## config.mk

```make
export PLATFORM = sky130hd
export DESIGN_NAME = pwm_softstep_ctrl_flat
export DESIGN_NICKNAME = d
export VERILOG_FILES = /design/src/rtl/pwm_softstep_ctrl_if.sv /design/src/rtl/pwm_softstep_ctrl.sv /design/src/flat_wrapper.sv
export SDC_FILE = /design/constraint.sdc
export NUM_CORES = 1
export LEC_CHECK = 0
export CORE_UTILIZATION = 54
export DETAILED_ROUTE_END_ITERATION = 6
export PLACE_DENSITY_LB_ADDON = 0.12
export SLEW_MARGIN = 20
export SYNTH_ARGS = -nofsm -noshare
export SYNTH_HDL_FRONTEND = slang
export SYNTH_SLANG_ARGS = --single-unit
export TNS_END_PERCENT = 30
```

## constraint.sdc

```tcl
create_clock -name clk -period 2.4 [get_ports clk]
set_input_delay 0.48 -clock clk [delete_from_list [all_inputs] [get_ports clk]]
set_output_delay 0.48 -clock clk [all_outputs]
set_load 0.02 [all_outputs]
```

## src/rtl/pwm_softstep_ctrl_if.sv

```systemverilog
`default_nettype none
// ============================================================================
// Module      : pwm_softstep_ctrl_if
// Description : Front-panel / PWM-datapath bundle for the soft-step sequencer.
// Revision    : 1.0 - initial release
// ============================================================================
interface pwm_softstep_ctrl_if #(
    parameter int FREQ_W = 3,
    parameter int DUTY_W = 5
);
    logic              enable;
    logic              sel_f_i;
    logic              btn_up;
    logic              btn_down;
    logic              period_wrap;
    logic [FREQ_W-1:0] freq_sel;
    logic [DUTY_W-1:0] duty_code;
    logic [FREQ_W-1:0] tgt_freq;
    logic [DUTY_W-1:0] tgt_duty;
    logic              busy;
    logic [2:0]        state;

    modport master (
        output enable, sel_f_i, btn_up, btn_down, period_wrap,
        input  freq_sel, duty_code, tgt_freq, tgt_duty, busy, state
    );

    modport slave (
        input  enable, sel_f_i, btn_up, btn_down, period_wrap,
        output freq_sel, duty_code, tgt_freq, tgt_duty, busy, state
    );
endinterface
`default_nettype wire

```

## src/rtl/pwm_softstep_ctrl.sv

```systemverilog
`default_nettype none
// ============================================================================
// Module      : pwm_softstep_ctrl
// Description : Holds user freq/duty targets and applies them glitch-free:
//               duty ramps one code per STEP_PERIODS PWM periods, a frequency
//               change drains duty to 0 and swaps freq_sel on a period wrap.
// Revision    : 1.0 - initial release
// ============================================================================
module pwm_softstep_ctrl #(
    parameter int FREQ_W       = 3,
    parameter int DUTY_W       = 5,
    parameter int DUTY_MAX     = 20,
    parameter int STEP_PERIODS = 4
) (
    input  logic                clk,
    input  logic                rst,
    pwm_softstep_ctrl_if.slave  bus
);

    localparam int CNT_W = (STEP_PERIODS > 1) ? $clog2(STEP_PERIODS) : 1;

    localparam logic [FREQ_W-1:0] C_FREQ_MAX  = '1;
    localparam logic [DUTY_W-1:0] C_DUTY_MAX  = DUTY_W'(DUTY_MAX);
    localparam logic [CNT_W-1:0]  C_STEP_LAST = CNT_W'(STEP_PERIODS - 1);

    typedef enum logic [2:0] {
        ST_OFF    = 3'd0,
        ST_RUN    = 3'd1,
        ST_RAMP   = 3'd2,
        ST_DRAIN  = 3'd3,
        ST_SWITCH = 3'd4
    } state_t;

    state_t              state_q,     state_d;
    logic [FREQ_W-1:0]   freq_sel_q,  freq_sel_d;
    logic [DUTY_W-1:0]   duty_code_q, duty_code_d;
    logic [FREQ_W-1:0]   tgt_freq_q,  tgt_freq_d;
    logic [DUTY_W-1:0]   tgt_duty_q,  tgt_duty_d;
    logic [CNT_W-1:0]    step_cnt_q,  step_cnt_d;
    logic                btn_up_q,    btn_down_q;
    logic                busy_q,      busy_d;

    logic w_up_e;
    logic w_down_e;
    logic w_step_tick;
    logic w_freq_mis;
    logic w_duty_eq;
    logic w_leave;

    assign w_up_e      = bus.btn_up   & ~btn_up_q;
    assign w_down_e    = bus.btn_down & ~btn_down_q;
    assign w_step_tick = bus.period_wrap & (step_cnt_q == C_STEP_LAST);
    assign w_freq_mis  = (freq_sel_q != tgt_freq_q);
    assign w_duty_eq   = (duty_code_q == tgt_duty_q);
    assign w_leave     = ~bus.enable | w_freq_mis;

    // Target editing: exactly one fresh edge edits, both edges together cancel.
    always_comb begin
        tgt_freq_d = tgt_freq_q;
        tgt_duty_d = tgt_duty_q;
        if (w_up_e && !w_down_e) begin
            if (bus.sel_f_i) begin
                if (tgt_freq_q != C_FREQ_MAX) tgt_freq_d = tgt_freq_q + 1'b1;
            end else begin
                if (tgt_duty_q < C_DUTY_MAX)  tgt_duty_d = tgt_duty_q + 1'b1;
            end
        end else if (w_down_e && !w_up_e) begin
            if (bus.sel_f_i) begin
                if (tgt_freq_q != '0) tgt_freq_d = tgt_freq_q - 1'b1;
            end else begin
                if (tgt_duty_q != '0) tgt_duty_d = tgt_duty_q - 1'b1;
            end
        end
    end

    always_comb begin
        state_d     = state_q;
        freq_sel_d  = freq_sel_q;
        duty_code_d = duty_code_q;
        step_cnt_d  = step_cnt_q;

        unique case (state_q)
            ST_OFF: begin
                duty_code_d = '0;
                freq_sel_d  = tgt_freq_q;
                step_cnt_d  = '0;
                if (bus.enable) state_d = ST_RUN;
            end

            ST_RUN: begin
                step_cnt_d = '0;
                if (w_leave)         state_d = ST_DRAIN;
                else if (!w_duty_eq) state_d = ST_RAMP;
            end

            ST_RAMP: begin
                if (w_leave) begin
                    state_d    = ST_DRAIN;
                    step_cnt_d = '0;
                end else begin
                    if (bus.period_wrap)
                        step_cnt_d = w_step_tick ? '0 : step_cnt_q + 1'b1;
                    // Direction is re-derived at every step so target edits mid-ramp are tracked.
                    if (w_step_tick && !w_duty_eq) begin
                        if (duty_code_q < tgt_duty_q) duty_code_d = duty_code_q + 1'b1;
                        else                          duty_code_d = duty_code_q - 1'b1;
                    end
                    if (w_duty_eq) begin
                        state_d    = ST_RUN;
                        step_cnt_d = '0;
                    end
                end
            end

            ST_DRAIN: begin
                if (duty_code_q == '0) begin
                    step_cnt_d = '0;
                    if (!bus.enable)     state_d = ST_OFF;
                    else if (w_freq_mis) state_d = ST_SWITCH;
                    else                 state_d = ST_RAMP;
                end else begin
                    if (bus.period_wrap)
                        step_cnt_d = w_step_tick ? '0 : step_cnt_q + 1'b1;
                    if (w_step_tick) duty_code_d = duty_code_q - 1'b1;
                end
            end

            ST_SWITCH: begin
                step_cnt_d = '0;
                if (!bus.enable) begin
                    state_d = ST_OFF;
                end else if (bus.period_wrap) begin
                    // Swap only on a wrap so the mux never changes mid-period.
                    freq_sel_d = tgt_freq_q;
                    state_d    = (tgt_duty_q != '0) ? ST_RAMP : ST_RUN;
                end
            end

            default: begin
                state_d     = ST_OFF;
                duty_code_d = '0;
                step_cnt_d  = '0;
            end
        endcase
    end

    assign busy_d = (state_d == ST_RAMP) || (state_d == ST_DRAIN) || (state_d == ST_SWITCH);

    always_ff @(posedge clk) begin
        if (rst) begin
            state_q     <= ST_OFF;
            freq_sel_q  <= '0;
            duty_code_q <= '0;
            tgt_freq_q  <= '0;
            tgt_duty_q  <= '0;
            step_cnt_q  <= '0;
            btn_up_q    <= 1'b0;
            btn_down_q  <= 1'b0;
            busy_q      <= 1'b0;
        end else begin
            state_q     <= state_d;
            freq_sel_q  <= freq_sel_d;
            duty_code_q <= duty_code_d;
            tgt_freq_q  <= tgt_freq_d;
            tgt_duty_q  <= tgt_duty_d;
            step_cnt_q  <= step_cnt_d;
            btn_up_q    <= bus.btn_up;
            btn_down_q  <= bus.btn_down;
            busy_q      <= busy_d;
        end
    end

    assign bus.freq_sel  = freq_sel_q;
    assign bus.duty_code = duty_code_q;
    assign bus.tgt_freq  = tgt_freq_q;
    assign bus.tgt_duty  = tgt_duty_q;
    assign bus.busy      = busy_q;
    assign bus.state     = state_q;

endmodule
`default_nettype wire
```

## src/flat_wrapper.sv

```systemverilog
// flat-port wrapper written by rule: the top's interface ports become plain ports
module pwm_softstep_ctrl_flat 
#(
    parameter int FREQ_W       = 3,
    parameter int DUTY_W       = 5,
    parameter int DUTY_MAX     = 20,
    parameter int STEP_PERIODS = 4
)
  (clk, rst, bus_enable, bus_sel_f_i, bus_btn_up, bus_btn_down, bus_period_wrap, bus_freq_sel, bus_duty_code, bus_tgt_freq, bus_tgt_duty, bus_busy, bus_state);
  pwm_softstep_ctrl_if #(.FREQ_W(FREQ_W), .DUTY_W(DUTY_W)) bus_i ();
  input  logic clk;
  input  logic rst;
  input wire logic [$bits(bus_i.enable)-1:0] bus_enable;
  input wire logic [$bits(bus_i.sel_f_i)-1:0] bus_sel_f_i;
  input wire logic [$bits(bus_i.btn_up)-1:0] bus_btn_up;
  input wire logic [$bits(bus_i.btn_down)-1:0] bus_btn_down;
  input wire logic [$bits(bus_i.period_wrap)-1:0] bus_period_wrap;
  output wire logic [$bits(bus_i.freq_sel)-1:0] bus_freq_sel;
  output wire logic [$bits(bus_i.duty_code)-1:0] bus_duty_code;
  output wire logic [$bits(bus_i.tgt_freq)-1:0] bus_tgt_freq;
  output wire logic [$bits(bus_i.tgt_duty)-1:0] bus_tgt_duty;
  output wire logic [$bits(bus_i.busy)-1:0] bus_busy;
  output wire logic [$bits(bus_i.state)-1:0] bus_state;
  assign bus_i.enable = bus_enable;
  assign bus_i.sel_f_i = bus_sel_f_i;
  assign bus_i.btn_up = bus_btn_up;
  assign bus_i.btn_down = bus_btn_down;
  assign bus_i.period_wrap = bus_period_wrap;
  assign bus_freq_sel = bus_i.freq_sel;
  assign bus_duty_code = bus_i.duty_code;
  assign bus_tgt_freq = bus_i.tgt_freq;
  assign bus_tgt_duty = bus_i.tgt_duty;
  assign bus_busy = bus_i.busy;
  assign bus_state = bus_i.state;
  pwm_softstep_ctrl #(.FREQ_W(FREQ_W), .DUTY_W(DUTY_W), .DUTY_MAX(DUTY_MAX), .STEP_PERIODS(STEP_PERIODS)) u_core (.clk(clk), .rst(rst), .bus(bus_i));
endmodule
```

==> results of run 1 <==
==> synthesized netlist by cell type (3+ instances only) <==
cell type,number,area (µm²)
dfxtp_1,24,480
nand2b_1,4,25.0
nor2_1,20,75.1
nor3_1,5,25.0
mux2i_1,8,80.1
xnor2_1,14,123
nand3_1,5,25.0
nand2_1,11,41.3
a211oi_1,5,37.5
buf_6,3,33.8
nor4_1,4,25.0
a21o_1,3,22.5
o211ai_1,3,22.5
o21ai_0,5,25.0
ha_1,14,175
xor2_1,4,35.0
inv_1,13,48.8
a21oi_1,9,45.0
==> flip-flops by register name, indices dropped and copies added (netlist names) <==
register / flops
u_core.bus.state: 3
u_core.bus.tgt_freq: 3
u_core.bus.duty_code: 5
u_core.bus.tgt_duty: 5
u_core.bus.busy: 1
u_core.step_cnt_q: 2
u_core.btn_up_q: 1
u_core.btn_down_q: 1
u_core.bus.freq_sel: 3
==> layer usage <==
layer,vias to the layer above,routed length (µm)
met4,0,94
met5,-,0
met3,12,152
met1,736,1700
met2,51,1910
li1,768,-
==> worst max path at each step <==
stage	slack (ps)	cells after the start	startpoint	to
6_report	130	11	bus_btn_up	u_core.bus.tgt_duty[4]$_SDFFE_PP0P_
5_1_grt	20	11	bus_btn_up	u_core.bus.tgt_duty[4]$_SDFFE_PP0P_
4_1_cts	40	11	bus_btn_up	u_core.bus.tgt_duty[4]$_SDFFE_PP0P_
3_5_place_dp	-310	11	bus_btn_up	u_core.bus.tgt_duty[4]$_SDFFE_PP0P_
3_3_place_gp	-200	11	bus_btn_up	u_core.bus.tgt_duty[4]$_SDFFE_PP0P_
2_1_floorplan	150	10	bus_btn_up	u_core.bus.tgt_duty[4]$_SDFFE_PP0P_
==> worst max-delay path: stages <==
cell and delay [ps]:
clkdlybuf4s50_1 480, nand2b_1 80, inv_1 60, ha_1 160
inv_1 100, fa_2 350, a21o_1 170, a21oi_2 150
xnor2_1 150, a211oi_1 100, a31o_2 230
==> report_power, final <==
part           internal, mW  leakage, nW  switching, mW  total [mW]
Clock                 0.169       0.0279          0.133       0.302
Sequential            0.474        0.196          0.131       0.604
Combinational         0.612        0.649          0.694        1.31
==> per-stage QoR <==
stage	setup TNS (ps)	cells	utilization [%]
after floorplan	0	196	-
after global placement	-306	271	68.3
after detailed placement	-685	271	68.3
after CTS	0	275	70.0
after global routing	0	275	70.2
final	0	275	70.2
==> logic make-up after synthesis <==
| family | Yosys count |
|---|---|
| xor+xnor | 18 |
| mux | 8 |
| compound gates | 40 |
| flops | 24 |
| buf+inv | 21 |
| simple gates | 69 |
| fa+ha+maj | 16 |
==> cell type report <==
class,instances,area (µm²),share of cell area [%]
Timing Repair Buffer,39,358,16.7
Sequential cell,24,480,22.4
Clock buffer,3,22.5,1.05
Tap cell,44,55.1,2.57
Inverter,13,48.8,2.28
Multi-Input combinational cell,151,1150,53.6
Clock inverter,1,30.0,1.40
==> run metrics, run 1 <==
RSZ-0062 raised after global routing no; routed len/inst approximately 14 µm; TritonCTS buffer count 3; CTS tree done; reg2reg end u_core.bus.duty_code[3]$_SDFFE_PP0P_; Post-CTS Setup Bufs 0; Final nets 255; HP Class flop to flop; most frequent cells in the layout clkdlybuf4s50_1, dfxtp_1, nor2_1; final hold violation count 0; Final period util 94.8%; Inserted Diodes 0; PnR worst setup slack 126 ps; Iter 0 DRT Violations 85; total routed wirelength 3.85 mm; Clock Sink Count 24; Post-Synth Simple-Gate Area 21.8%; Clock Pin Slew Worst Setup and Hold Paths 150 ps; post-synthesis async set-or-reset flop share 0%; Final Cell Area 0.00214 mm²; Post-CTS Hold Buffers 0; top achievable clock speed ~440 MHz; Final HPWL DP 2.99 mm; PD cells 1030 mW/mm²; Main synth FF type dfxtp_1; Hold Path Sink u_core.step_cnt_q[1]$_SDFF_PP0_; vias in the first global route about 1600; Rows 20; Worst Tran Pin Value 527 ps; Post-Synth Adder-Cell Area around 12%; Die Span X 58.6 µm; io pins 27; R2R depth 7; first-pass GRT wire length 6.82 mm; initial core utilization 56.7%; largest family of logic cells by synthesized area simple AND/OR/NAND/NOR gates; Critical R2R Launch u_core.bus.tgt_duty[4]$_SDFFE_PP0P_; Yosys reg bits 24; busiest grt layer met2; pre-CTS setup slack -310 ps; post_cts resized 0; Syn Inst Count a little under 200; worst hold stages 2; EDFF count, synth 0; grt met2 use 45.2%; antenna violations before repair 0; reg2reg setup slack 220 ps; mapped cell area roughly 0.0017 mm²; H-tree depth 1; via-per-instance ratio 5.70; share of cells above drive strength 1 14.7%; M3 GR Usage 3.52%; CP required 2640 ps; Setup-failing EPs final 0; Die Ht ~59 µm; antenna viol nets, final 0; Critical Path Sink Type flop; Clock Tree Buf Depth 2; DIE AREA 0.00343 mm²; Synthesized Nets 219; register area share after synthesis around 28%; via count approximately 1600; Rel. slew slack 64.8%; status finished clean; # port buffers 26; Peak VDD IR about 430 µV; Fillers 260; core area 0.00305 mm²; kind of critical path primary input to flop; Synth cell types 50; Tot GR Track Use 25.5%; overall power between 2 and 2.5 mW; Final Wtd Congestion 0.877; P_leak 0.873 nW; Placement Cell Area 0.00208 mm²; number of synthesis warnings 0; Layout area overhead 23.9%; XOR/XNOR share of the synthesized area 9.11%; Clk Latency, worst-skew pair about 320 ps; crit path launch type primary input; crit path max fanout 4; grt ovf 0; Worst Clk Skew around 5.6 ps; most common cell after layout, fill and taps aside clkdlybuf4s50_1; pin count of the biggest net entering global routing 15; Synth Area per Inst 8.83 µm²; mux share of post-synthesis cell area 4.63%; fin crit period 2270 ps; Max-Cap Viols 0; worst hold margin 525 ps; hold_sp u_core.step_cnt_q[1]$_SDFF_PP0_; Compound-Gate Fraction of Synth Area between 10% and 20%; Root Driver clkbuf_4; M1 GR Usage 30.6%; Max Slew Vio Count 0; DRC viols 0; Crit path arrival time roughly 2500 ps; DRT Pass-1 Iters 4
(Power assumes the default switching activity.)
==> run 2, diff against run 1 <==
- CTS_CLUSTER_DIAMETER: unset -> 80
==> results of run 2 <==
Final layout, timing and power as in run 1 (identical DEF).
